<file path="src/rtl/multiplicador_if.sv">
// rtl/multiplicador_if.sv - operand/result handshake bundle for the shift-add multiplier
interface multiplicador_if #(
    parameter int WIDTH = 16
);
    logic [WIDTH-1:0]   a;
    logic [WIDTH-1:0]   b;
    logic               signed_mode;
    logic               ready;
    logic               ack;
    logic               busy;
    logic               done_flag;
    logic [2*WIDTH-1:0] producto;

    modport master (
        output a, b, signed_mode, ready, ack,
        input  busy, done_flag, producto
    );

    modport slave (
        input  a, b, signed_mode, ready, ack,
        output busy, done_flag, producto
    );
endinterface

</file>
<file path="src/rtl/multiplicador_param.sv">
// rtl/multiplicador_param.sv - radix-2 sequential shift-add multiplier with signed mode and early exit
module multiplicador_param #(
    parameter int WIDTH      = 16,
    parameter bit EARLY_EXIT = 1'b0
) (
    input  logic           clk,
    input  logic           reset,
    multiplicador_if.slave bus
);
    localparam int CW = (WIDTH > 2) ? $clog2(WIDTH) : 1;

    typedef enum logic [1:0] {
        IDLE = 2'd0,
        CALC = 2'd1,
        DONE = 2'd2
    } state_t;

    state_t             state;
    logic [2*WIDTH-1:0] mcand;
    logic [2*WIDTH-1:0] acc;
    logic [2*WIDTH-1:0] acc_next;
    logic [WIDTH-1:0]   mplier;
    logic [CW-1:0]      step;
    logic               sign;
    logic               last_step;
    logic [WIDTH-1:0]   a_mag;
    logic [WIDTH-1:0]   b_mag;

    // Magnitudes stay WIDTH-bit unsigned so the most negative operand is represented exactly.
    always_comb begin
        a_mag = (bus.signed_mode && bus.a[WIDTH-1]) ? -bus.a : bus.a;
        b_mag = (bus.signed_mode && bus.b[WIDTH-1]) ? -bus.b : bus.b;
    end

    always_comb begin
        acc_next  = acc + (mplier[0] ? mcand : '0);
        last_step = EARLY_EXIT ? (mplier[WIDTH-1:1] == '0)
                               : (step == CW'(WIDTH - 1));
    end

    always_ff @(posedge clk or negedge reset) begin
        if (!reset) begin
            state         <= IDLE;
            bus.busy      <= 1'b0;
            bus.done_flag <= 1'b0;
            bus.producto  <= '0;
            mcand         <= '0;
            mplier        <= '0;
            acc           <= '0;
            step          <= '0;
            sign          <= 1'b0;
        end else begin
            case (state)
                IDLE: begin
                    if (bus.ready) begin
                        mcand    <= {{WIDTH{1'b0}}, a_mag};
                        mplier   <= b_mag;
                        acc      <= '0;
                        step     <= '0;
                        sign     <= bus.signed_mode & (bus.a[WIDTH-1] ^ bus.b[WIDTH-1]);
                        bus.busy <= 1'b1;
                        state    <= CALC;
                    end
                end
                CALC: begin
                    acc    <= acc_next;
                    mcand  <= mcand << 1;
                    mplier <= mplier >> 1;
                    step   <= step + CW'(1);
                    // The final partial product is folded in on the same edge that publishes the result.
                    if (last_step) begin
                        bus.producto  <= sign ? -acc_next : acc_next;
                        bus.done_flag <= 1'b1;
                        state         <= DONE;
                    end
                end
                DONE: begin
                    if (bus.ack) begin
                        bus.done_flag <= 1'b0;
                        bus.busy      <= 1'b0;
                        state         <= IDLE;
                    end
                end
                default: state <= IDLE;
            endcase
        end
    end
endmodule

</file>
<file path="src/flat_wrapper.sv">
// flat-port wrapper written by rule: the top's interface ports become plain ports
module multiplicador_param_flat 
#(
    parameter int WIDTH      = 16,
    parameter bit EARLY_EXIT = 1'b0
)
  (clk, reset, bus_a, bus_b, bus_signed_mode, bus_ready, bus_ack, bus_busy, bus_done_flag, bus_producto);
  multiplicador_if #(.WIDTH(WIDTH)) bus_i ();
  input  logic clk;
  input  logic reset;
  input wire logic [$bits(bus_i.a)-1:0] bus_a;
  input wire logic [$bits(bus_i.b)-1:0] bus_b;
  input wire logic [$bits(bus_i.signed_mode)-1:0] bus_signed_mode;
  input wire logic [$bits(bus_i.ready)-1:0] bus_ready;
  input wire logic [$bits(bus_i.ack)-1:0] bus_ack;
  output wire logic [$bits(bus_i.busy)-1:0] bus_busy;
  output wire logic [$bits(bus_i.done_flag)-1:0] bus_done_flag;
  output wire logic [$bits(bus_i.producto)-1:0] bus_producto;
  assign bus_i.a = bus_a;
  assign bus_i.b = bus_b;
  assign bus_i.signed_mode = bus_signed_mode;
  assign bus_i.ready = bus_ready;
  assign bus_i.ack = bus_ack;
  assign bus_busy = bus_i.busy;
  assign bus_done_flag = bus_i.done_flag;
  assign bus_producto = bus_i.producto;
  multiplicador_param #(.WIDTH(WIDTH), .EARLY_EXIT(EARLY_EXIT)) u_core (.clk(clk), .reset(reset), .bus(bus_i));
endmodule
</file>
<file path="config.mk">
export PLATFORM = sky130hd
export DESIGN_NAME = multiplicador_param_flat
export DESIGN_NICKNAME = d
export VERILOG_FILES = /design/src/rtl/multiplicador_if.sv /design/src/rtl/multiplicador_param.sv /design/src/flat_wrapper.sv
export SDC_FILE = /design/constraint.sdc
export NUM_CORES = 1
export LEC_CHECK = 0
export BUFFER_PORTS_ARGS = -buffer_cell sky130_fd_sc_hd__buf_2
export CAP_MARGIN = 20
export CORE_ASPECT_RATIO = 0.9
export CORE_UTILIZATION = 65
export CTS_CLUSTER_SIZE = 40
export DETAILED_ROUTE_END_ITERATION = 6
export GPL_ROUTABILITY_DRIVEN = 0
export GPL_TIMING_DRIVEN = 0
export MAX_ROUTING_LAYER = met4
export PLACE_DENSITY_LB_ADDON = 0.15
export SKIP_LAST_GASP = 1
export SYNTH_ARGS = -nofsm -noshare
export SYNTH_HDL_FRONTEND = slang
export SYNTH_SLANG_ARGS = --single-unit
</file>
<file path="constraint.sdc">
create_clock -name clk -period 6.1 [get_ports clk]
set_input_delay 1.22 -clock clk [delete_from_list [all_inputs] [get_ports clk]]
set_output_delay 1.22 -clock clk [all_outputs]
set_load 0.1 [all_outputs]
</file>
==> impl_results.md, run 1 <==
* Post-route clock period utilization at 77.8%
* Clock slew at reported path FFs at 0.06 ns
* Die width at 120 µm
* CTS sink count at 121
* H-tree levels at 4
* Post-synthesis sequential area ratio at 37.0%
* Outcome: finished clean
* Drt drc at 0
* Dpl ws at 1.55 ns
* Critical path buffers and inverters at 1
* Cell area after layout at 9320 µm²
* Distinct cells, synth at 79
* Setup crit start kind: register
* Top_reg_cell synth: dfrtp_1
* Largest net degree at the start of global routing at 83
* CP arrival at 5.02 ns
* Initial antenna violation count at 0
* Commonest non-fill, non-tap cell in the layout: dfrtp_1
* Max-Cap Viols at 0
* Number of synthesized flops with an enable pin at 0
* Largest stage delay on the critical path at 0.67 ns
* Final core utilization at 76.6%
* CP endpoint kind: register
* CP delay by family, top: compound AO/OA/AOI/OAI gates
* Worst Skew at 0.00981 ns
* Ys async rst share at 100%
* Synthesized cell area at 8190 µm²
* Pre-antenna DRT Iters at 5
* Syn Area/Cell at 8.84 µm²
* Boundary Pins at 71
* Mapped Cells at 926
* Hold buffers post-CTS at 0
* Final WS setup at 1.35 ns
* Setup_tns at 0 ns
* Initial Util at 67.2%
* First-pass GRT wire length at 36.2 mm
* Worst slew pin tran at 0.931 ns
* Rel. slew slack at 37.9%
* Routed vias at 7681
* Std cell rows at 38
* CTS tree: built
* Crit path required time at 6.37 ns
* Syn nets at 999
* Overflow after GRT at 0
* Post-placement cell area at 8770 µm²
* Port Buffers at 70
* CP max stage cell: xnor2_1
* DR vias/cell at 6.46
* Commonest non-fill, non-tap cells in the layout: 121 x dfrtp_1, 106 x nand2_1, 96 x o21ai_0
* CTS resizes at 0
* RSZ-0062 raised after global routing: no
* Final WL at 22.7 mm
* Hold Crit Class: register to register
* Antenna Cells at 0
* Pins Over Slew Limit at 0
* Max VDD drop at 0.000331 V
* Post-CTS Setup Inserts at 0
* Final setup viols at 0
* Min cycle time layout at 4.75 ns
* Die area at 13000 µm²
* 1st-iter DRT viols at 730
* Ys Warns at 0
* CP Max Fanout at 10
* Tot GR Track Use at 37.3%
* Number of global-route vias before repair at 7205
* Max Fclk at 0.211 GHz
* WL/cell at 19.1 µm
* Area grow syn2layout at 13.8%
* Core Region at 12200 µm²
* CTS Buf Count at 17
* Pwr per Cell Area at 482 nW/µm²
* Layout Nets at 1089
* Critical-path cell list: clkbuf_1 -> and2_1 -> ha_1 -> a21o_1 -> a21o_1 -> o21ai_1 -> o211ai_1 -> xnor2_1 -> and4_1 -> nand4_1 -> o31ai_1 -> xor2_1 -> o21ai_0
* CTS Root Cell: clkbuf_16
* Lkg Pwr at 4.33 nW
* Layout cells sized above 1 at 12.5%
* Clk buf depth at 2
* DPL Wire Length at 16.3 mm
* Kind of critical path: register to register
* Clock Latency Late Sink at 0.43 ns
* Crit path top cell by count: a21o_1
* Final hold viol count at 0
* Antenna-violating nets left at 0
* Flops & latches, synth at 121
* Die Y at 108 µm
-- area by class of cell --
cell class                 count  area, µm²
fill                         887       2850
inverter                      19       71.3
buffer                        53        233
timing repair buffer          71        384
sequential                   121       3030
clock buffer                  20        447
multi-input combinational    733       4850
tap                          160        200
clock inverter                12        101
-- Yosys cell counts (9+ instances only) --
cell | n | area (µm²)
dfrtp_1 | 121 | 3030
nand2_1 | 106 | 398
o21ai_0 | 96 | 480
and2_1 | 44 | 275
xnor2_1 | 42 | 368
nor2_1 | 41 | 154
a22o_1 | 38 | 333
clkbuf_1 | 38 | 143
a21oi_1 | 36 | 180
ha_1 | 35 | 438
a22oi_1 | 30 | 225
xor2_1 | 28 | 245
nor3_1 | 25 | 125
inv_1 | 19 | 71.3
nand3_1 | 18 | 90.1
nand4_1 | 13 | 81.3
or3_1 | 13 | 81.3
a21o_1 | 12 | 90.1
o21ai_1 | 12 | 60.1
o31ai_1 | 11 | 82.6
a211oi_1 | 10 | 75.1
buf_2 | 9 | 45.0
-- metal layers --
layer,GRT usage (%),share of wire [%],up-vias
li1,-,-,3586
met1,48.4,43,3680
met2,54.6,44,329
met3,8.65,7.4,86
met4,19.0,4.8,0
met5,-,0,-
-- per-stage QoR --
stage	hold slack [ns]	std cells	total power [mW]
2_1_floorplan	0.456	926	2.96
3_3_place_gp	0.457	1156	3.42
3_5_place_dp	0.467	1157	3.48
4_1_cts	0.480	1189	4.45
5_1_grt	0.511	1189	4.72
6_report	0.477	1189	4.49
-- cell families after synthesis --
kind of cell	Yosys count	share of synthesized area, %
DFF	121	37.0
xor gates and xnor gates	70	7.49
AOI/OAI and AO/OA	308	25.7
adders and majority gates	36	5.59
and+or+nand+nor	312	19.6
buffers and inverters	72	3.71
muxes	7	0.932
-- registers in the layout (all words and copies together) (netlist names) --
signal and flops:
u_core.acc 32, u_core.bus.producto 32, u_core.mcand 32, u_core.mplier 16
u_core.step 4, u_core.state 2, u_core.bus.busy 1, u_core.bus.done_flag 1
u_core.sign 1
-- worst reg2reg max path, stage by stage (launching register included) --
cell and delay (ns):
dfrtp_1 0.51, clkbuf_1 0.34, and2_1 0.19, ha_1 0.30
a21o_1 0.26, a21o_1 0.22, o21ai_1 0.31, o211ai_1 0.31
xnor2_1 0.67, and4_1 0.37, nand4_1 0.41, o31ai_1 0.44
xor2_1 0.17, o21ai_0 0.10
-- final timing paths --
| path | start | end | slack, ns | cells past startpoint |
|---|---|---|---|---|
| max in group asynchronous | reset | u_core.mcand[2] | 4.68 | 2 |
| worst max-delay path | u_core.mplier[0] | u_core.bus.producto[29] | 1.35 | 13 |
| worst min register to register | u_core.bus.producto[15] | u_core.bus.producto[15] | 0.48 | 2 |
| min in group asynchronous | reset | u_core.bus.producto[22] | 0.69 | 1 |
| worst max register to register | u_core.mplier[0] | u_core.bus.producto[29] | 1.35 | 13 |
| worst min-delay path | u_core.bus.producto[15] | u_core.bus.producto[15] | 0.48 | 2 |
-- where the power goes --
| group | total (mW) | internal (mW) | switching [mW] | leakage (nW) |
|---|---|---|---|---|
| sequential | 1.27 | 1.07 | 0.195 | 1.61 |
| combinational | 2.27 | 0.693 | 1.58 | 2.47 |
| clock | 0.950 | 0.566 | 0.383 | 0.258 |
(Power assumes the default switching activity.)
==> inputs of run 2 (changes only) <==
Settings changed: CORE_UTILIZATION 65 to 61.
Clock period 6.1 ns to 4.5 ns, I/O delays scaled along.
==> run 2 against run 1 <==
Against the previous run: setup slack worse by 1.2 ns; total power is 43% higher; highest routed layer unchanged; cell count is 0.76% higher; clock power is 67% higher; via count is 0.20% lower; clock-buffer cell count stayed put; worst hold slack worse by 0.087 ns.
==> impl_results.md, run 2 (synthesis results as in run 1) <==
* Filler cell count at 1024 (was 887)
* Port Buffers at 70 (unchanged)
* P_sw at 2.92 mW (was 2.16 mW)
* Setup crit start kind: register (unchanged)
* Final WL at 22.4 mm (was 22.7 mm)
* 1st-iter DRT viols at 853 (was 730)
* Die width at 124 µm (was 120 µm)
* Min cycle time layout at 4.35 ns (was 4.75 ns)
* WL/cell at 18.7 µm (was 19.1 µm)
* Clock slew at reported path FFs at 0.06 ns (about the same)
* CP endpoint kind: register (unchanged)
* Number of global-route vias before repair at 7084 (was 7205)
* Commonest non-fill, non-tap cells in the layout: 121 x dfrtp_1, 106 x nand2_1, 96 x o21ai_0 (unchanged)
* Max VDD drop at 0.000586 V (was 0.000331 V)
* CTS tree: built (unchanged)
* Largest net degree at the start of global routing at 77 (was 83)
* Max Fclk at 0.230 GHz (was 0.211 GHz)
* Boundary Pins at 71 (unchanged)
* Dpl ws at -0.0426 ns (was 1.55 ns)
* Hold Crit Class: primary input to async pin (was register to register)
* Antenna Cells at 0 (unchanged)
* Max-Cap Viols at 0 (unchanged)
* H-tree levels at 4 (unchanged)
* Initial antenna violation count at 0 (unchanged)
* Core Region at 12900 µm² (was 12200 µm²)
* DR vias/cell at 6.40 (was 6.46)
* Final core utilization at 74.1% (was 76.6%)
* Commonest non-fill, non-tap cell in the layout: dfrtp_1 (unchanged)
* Int Power at 3.50 mW (was 2.33 mW)
* Tot GR Track Use at 34.7% (was 37.3%)
* Lkg Pwr at 4.45 nW (was 4.33 nW)
* Routed vias at 7666 (was 7681)
* Layout Nets at 1094 (was 1089)
* Final setup viols at 0 (unchanged)
* Layout cells sized above 1 at 14.1% (was 12.5%)
* Gate power share at 48.7% (was 50.6%)
* RSZ-0062 raised after global routing: no (unchanged)
* Area grow syn2layout at 16.7% (was 13.8%)
* Std cell rows at 39 (was 38)
* First-pass GRT wire length at 35.8 mm (was 36.2 mm)
* Clock share of power at 24.8% (was 21.2%)
* Hold buffers post-CTS at 0 (unchanged)
* Initial Util at 63.5% (was 67.2%)
* Clk buf depth at 2 (unchanged)
* Clock Latency Late Sink at 0.43 ns (about the same)
* DPL Wire Length at 16.2 mm (was 16.3 mm)
* CTS sink count at 121 (unchanged)
* Final hold viol count at 0 (unchanged)
* Worst slew pin tran at 0.870 ns (was 0.931 ns)
* Pwr per Cell Area at 673 nW/µm² (was 482 nW/µm²)
* Kind of critical path: register to register (unchanged)
* Pins Over Slew Limit at 0 (unchanged)
* CTS Root Cell: clkbuf_16 (unchanged)
* CP arrival at 4.66 ns (was 5.02 ns)
* Sequential power share at 26.4% (was 28.2%)
* Largest regs: u_core.acc (32), u_core.bus.producto (32), u_core.mcand (32) (unchanged)
* Post-route clock period utilization at 96.6% (was 77.8%)
* Antenna-violating nets left at 0 (unchanged)
* Worst Skew at 0.00990 ns (was 0.00981 ns)
* Pre-antenna DRT Iters at 6 (was 5)
* Crit path required time at 4.81 ns (was 6.37 ns)
* Final WS setup at 0.151 ns (was 1.35 ns)
* Sw Ratio at 45.5% (was 48.1%)
* CTS Buf Count at 17 (unchanged)
* CP Max Fanout at 10 (unchanged)
* Outcome: finished clean (unchanged)
* Die area at 13900 µm² (was 13000 µm²)
* Worst setup path startpoint: u_core.mplier[0] (unchanged)
* Crit Reg-Reg Startpoint: u_core.mplier[0] (unchanged)
* Rel. slew slack at 42.0% (was 37.9%)
* Drt drc at 0 (unchanged)
* Die Y at 112 µm (was 108 µm)
* Overflow after GRT at 0 (unchanged)
==> run 2: cell count changes in the layout (fill, tap and decap cells not counted), sizes merged <==
cell	previous run	this run
clkinvlp	5	2
clkinv	5	4
bufinv	1	6
inv	20	19
buf	86	91
==> run 2: final timing paths <==
path	cells past startpoint	to	slack, ns
max in group asynchronous	2	u_core.mcand[23]	3.37
worst min-delay path	1	u_core.bus.producto[20]	0.39
worst max register to register	14	u_core.bus.producto[31]	0.15
worst min register to register	2	u_core.bus.producto[12]	0.46
min in group clk	2	u_core.bus.producto[12]	0.46
worst max-delay path	14	u_core.bus.producto[31]	0.15
==> run 2: layout make-up <==
class                           instances  area [µm²]  share of cell area (%)
Timing Repair Buffer                   76         422                    4.41
Tap cell                              164         205                    2.15
Clock buffer                           20         467                    4.89
Sequential cell                       121        3030                    31.7
Inverter                               19        71.3                   0.747
Buffer                                 53         235                    2.46
Clock inverter                         12         219                    2.29
Multi-Input combinational cell        733        4900                    51.3
==> run 2: power groups by stage <==
stage	combinational, mW	sequential (mW)	clock, mW
2_1_floorplan	1.71	2.30	0
3_3_place_gp	2.95	1.70	0
3_5_place_dp	3.00	1.70	0
4_1_cts	3.05	1.69	1.60
5_1_grt	3.37	1.75	1.65
6_report	3.13	1.70	1.59
==> run 2: worst max-delay path: stages (launching register included) <==
cell,delay [ns]
dfrtp_1,0.45
clkbuf_2,0.21
and2_1,0.19
ha_1,0.31
clkbuf_1,0.32
nand2_1,0.17
nor4_1,0.50
o211a_1,0.33
nor3_1,0.12
xnor2_1,0.26
or4_4,0.47
buf_6,0.15
o41ai_4,0.37
xnor2_1,0.11
mux2_4,0.26
==> run 2: through the flow <==
| step | setup TNS [ns] | total power, mW | cells | hold slack (ns) | cell area [µm²] |
|---|---|---|---|---|---|
| after global placement | 0 | 4.65 | 1160 | 0.451 | 8740 |
| after global routing | 0 | 6.76 | 1198 | 0.428 | 9550 |
| final | 0 | 6.43 | 1198 | 0.390 | 9550 |
| after floorplan | 0 | 4.01 | 926 | 0.456 | 8190 |
| after CTS | 0 | 6.34 | 1193 | 0.409 | 9470 |
| after detailed placement | -0.0426 | 4.71 | 1161 | 0.452 | 8770 |
==> run 2: layer usage <==
metal  wire [µm]  vias to the layer above  global-route usage, %
met5           0                        -                      -
met4         829                        0                   13.9
met3        1750                       72                   8.76
li1            -                     3599                      -
met1        9620                     3648                   45.8
met2       10200                      347                   50.9
==> run 2: timing repair <==
action / in CTS / in global routing
resized for setup: 2 / 11
setup buffers: 0 / 5
setup endpoints to repair: 3 / 11
pin swaps: 0 / 3
==> inputs of run 3 (changes only) <==
Clock period 4.5 ns to 4.4 ns, I/O delays scaled along.
==> run 3 against run 2 <==
Against the previous run: cell count shrank 0.25%; clock power grew 3%; setup slack lost 0.024 ns; flip-flop and latch count is the same; critical path depth is the same; maximum frequency grew 1.8%; first-iteration DRC count shrank 7.2%; combinational power grew 2%; worst hold slack lost 0.013 ns; largest cell class unchanged.
==> impl_results.md, run 3 (synthesis results as in run 1) <==
* Outcome: finished clean (unchanged)
* Number of global-route vias before repair at 7115 (was 7084)
* Worst Skew at 0.00951 ns (was 0.00990 ns)
* CP arrival at 4.58 ns (was 4.66 ns)
* Die area at 13900 µm² (unchanged)
* Drt drc at 0 (unchanged)
* 1st-iter DRT viols at 792 (was 853)
* CP endpoint kind: register (unchanged)
* Clock Latency Late Sink at 0.43 ns (about the same)
* Min cycle time layout at 4.27 ns (was 4.35 ns)
* Die width at 124 µm (unchanged)
* CTS sink count at 121 (unchanged)
* Layout cells sized above 1 at 14.2% (was 14.1%)
* CTS Buf Count at 17 (unchanged)
* Antenna-violating nets left at 0 (unchanged)
* Core Region at 12900 µm² (unchanged)
* CTS tree: built (unchanged)
* DR vias/cell at 6.44 (was 6.40)
* Commonest non-fill, non-tap cells in the layout: 121 x dfrtp_1, 106 x nand2_1, 96 x o21ai_0 (unchanged)
* Layout Nets at 1091 (was 1094)
* Final setup viols at 0 (unchanged)
* Top sig layer: met4 (unchanged)
* Crit path required time at 4.71 ns (was 4.81 ns)
* WL/cell at 18.7 µm (about the same)
* Gate power share at 48.7% (about the same)
* Dpl ws at -0.143 ns (was -0.0426 ns)
* Tot GR Track Use at 34.9% (was 34.7%)
* Min Hold Slack at 0.377 ns (was 0.390 ns)
* Max-Cap Viols at 0 (unchanged)
* Final core utilization at 74.1% (about the same)
* WL met2 at 10.1 mm (was 10.2 mm)
* Clock slew at reported path FFs at 0.05 ns (was 0.06 ns)
* RSZ-0062 raised after global routing: yes (was no)
* Port Buffers at 70 (unchanged)
* CTS Root Cell: clkbuf_16 (unchanged)
* Layout Cells excl Fill at 1195 (was 1198)
* DPL Wire Length at 16.2 mm (unchanged)
* Area grow syn2layout at 16.6% (was 16.7%)
* Initial Util at 63.5% (unchanged)
* DR WL met3 at 1.76 mm (was 1.75 mm)
* Final WS setup at 0.127 ns (was 0.151 ns)
* Final hold viol count at 0 (unchanged)
* Largest net degree at the start of global routing at 77 (unchanged)
* Routed vias at 7692 (was 7666)
* DP Cell Count at 1161 (unchanged)
* Boundary Pins at 71 (unchanged)
* Lkg Pwr at 4.45 nW (about the same)
* Rel. slew slack at 40.4% (was 42.0%)
* Max VDD drop at 0.000601 V (was 0.000586 V)
* Std cell rows at 39 (unchanged)
* Hold Crit Class: primary input to async pin (unchanged)
* Clock share of power at 24.8% (about the same)
* Setup crit start kind: register (unchanged)
* Largest regs: u_core.acc (32), u_core.bus.producto (32), u_core.mcand (32) (unchanged)
* Sw Ratio at 45.5% (about the same)
* Pwr Total at 6.55 mW (was 6.43 mW)
* Pins Over Slew Limit at 0 (unchanged)
* Worst slew pin tran at 0.894 ns (was 0.870 ns)
* Die Y at 112 µm (unchanged)
* Pwr per Cell Area at 686 nW/µm² (was 673 nW/µm²)
* Pre-antenna DRT Iters at 6 (unchanged)
* First-pass GRT wire length at 35.9 mm (was 35.8 mm)
* H-tree levels at 4 (unchanged)
* Final WL at 22.3 mm (was 22.4 mm)
* Int Power at 3.57 mW (was 3.50 mW)
* CP Max Fanout at 10 (unchanged)
* Post-route clock period utilization at 97.1% (was 96.6%)
* WL met1 at 9.52 mm (was 9.62 mm)
* Commonest non-fill, non-tap cell in the layout: dfrtp_1 (unchanged)
* Initial antenna violation count at 0 (unchanged)
* Overflow after GRT at 0 (unchanged)
* P_sw at 2.98 mW (was 2.92 mW)
* Clk buf depth at 2 (unchanged)
* Sequential power share at 26.5% (was 26.4%)
* Antenna Cells at 0 (unchanged)
* Kind of critical path: register to register (unchanged)
* Max Fclk at 0.234 GHz (was 0.230 GHz)
-- run 3: through the flow --
| step | cell area [µm²] | TNS (ns) |
|---|---|---|
| after floorplan | 8190 | 0 |
| after global placement | 8740 | -0.0935 |
| after detailed placement | 8770 | -0.345 |
| after CTS | 9480 | -0.0445 |
| after global routing | 9550 | -0.0248 |
| final | 9550 | 0 |
-- run 3: layout make-up --
| cell class | count | area [µm²] |
|---|---|---|
| multi-input cells | 733 | 4920 |
| fillers | 1025 | 3340 |
| flip-flops and latches | 121 | 3030 |
| clock buffers | 20 | 467 |
| repair buffers | 73 | 399 |
| plain buffers | 53 | 235 |
| clock inverters | 12 | 219 |
| well taps | 164 | 205 |
| inverters | 19 | 71.3 |
-- run 3: path summary, 6_finish.rpt --
kind	startpoint	endpoint	slack [ns]	depth (start not counted)
worst max-delay path	u_core.mplier[0]	u_core.bus.producto[31]	0.13	14
worst min-delay path	reset	u_core.bus.producto[20]	0.38	1
worst max register to register	u_core.mplier[0]	u_core.bus.producto[31]	0.13	14
worst min register to register	u_core.bus.producto[12]	u_core.bus.producto[12]	0.46	2
max in group asynchronous	reset	u_core.mcand[23]	3.29	2
min in group clk	u_core.bus.producto[12]	u_core.bus.producto[12]	0.46	2
-- run 3: critical path, cell delays in order (launching register included) --
cell and delay [ns]:
dfrtp_1 0.45, clkbuf_2 0.21, and2_1 0.19, ha_1 0.31, clkbuf_1 0.31, nand2_1 0.16, nor4_1 0.49, o211a_1 0.34
nor3_2 0.09, xnor2_1 0.24, or4_4 0.46, buf_6 0.15, o41ai_4 0.37, xnor2_1 0.11, mux2_4 0.26
-- run 3: repair_timing --
action | CTS | global route
gates resized for setup | 3 | 13
hold buffers | 0 | 0
setup endpoints to repair | 7 | 13
setup buffers | 0 | 2
pin swaps | 0 | 2
-- run 3: power groups by stage --
stage	Sequential (mW)	Combinational, mW	Clock (mW)
CTS	1.73	3.12	1.63
global placement	1.74	3.02	0
finish	1.74	3.19	1.63
floorplan	2.35	1.75	0
global route	1.79	3.43	1.69
detailed placement	1.74	3.07	0
-- run 3: metal layers --
metal | global-route usage [%] | vias to the layer above
met5 | - | -
met2 | 51.1 | 387
li1 | - | 3595
met1 | 45.9 | 3633
met3 | 8.76 | 77
met4 | 14.1 | 0
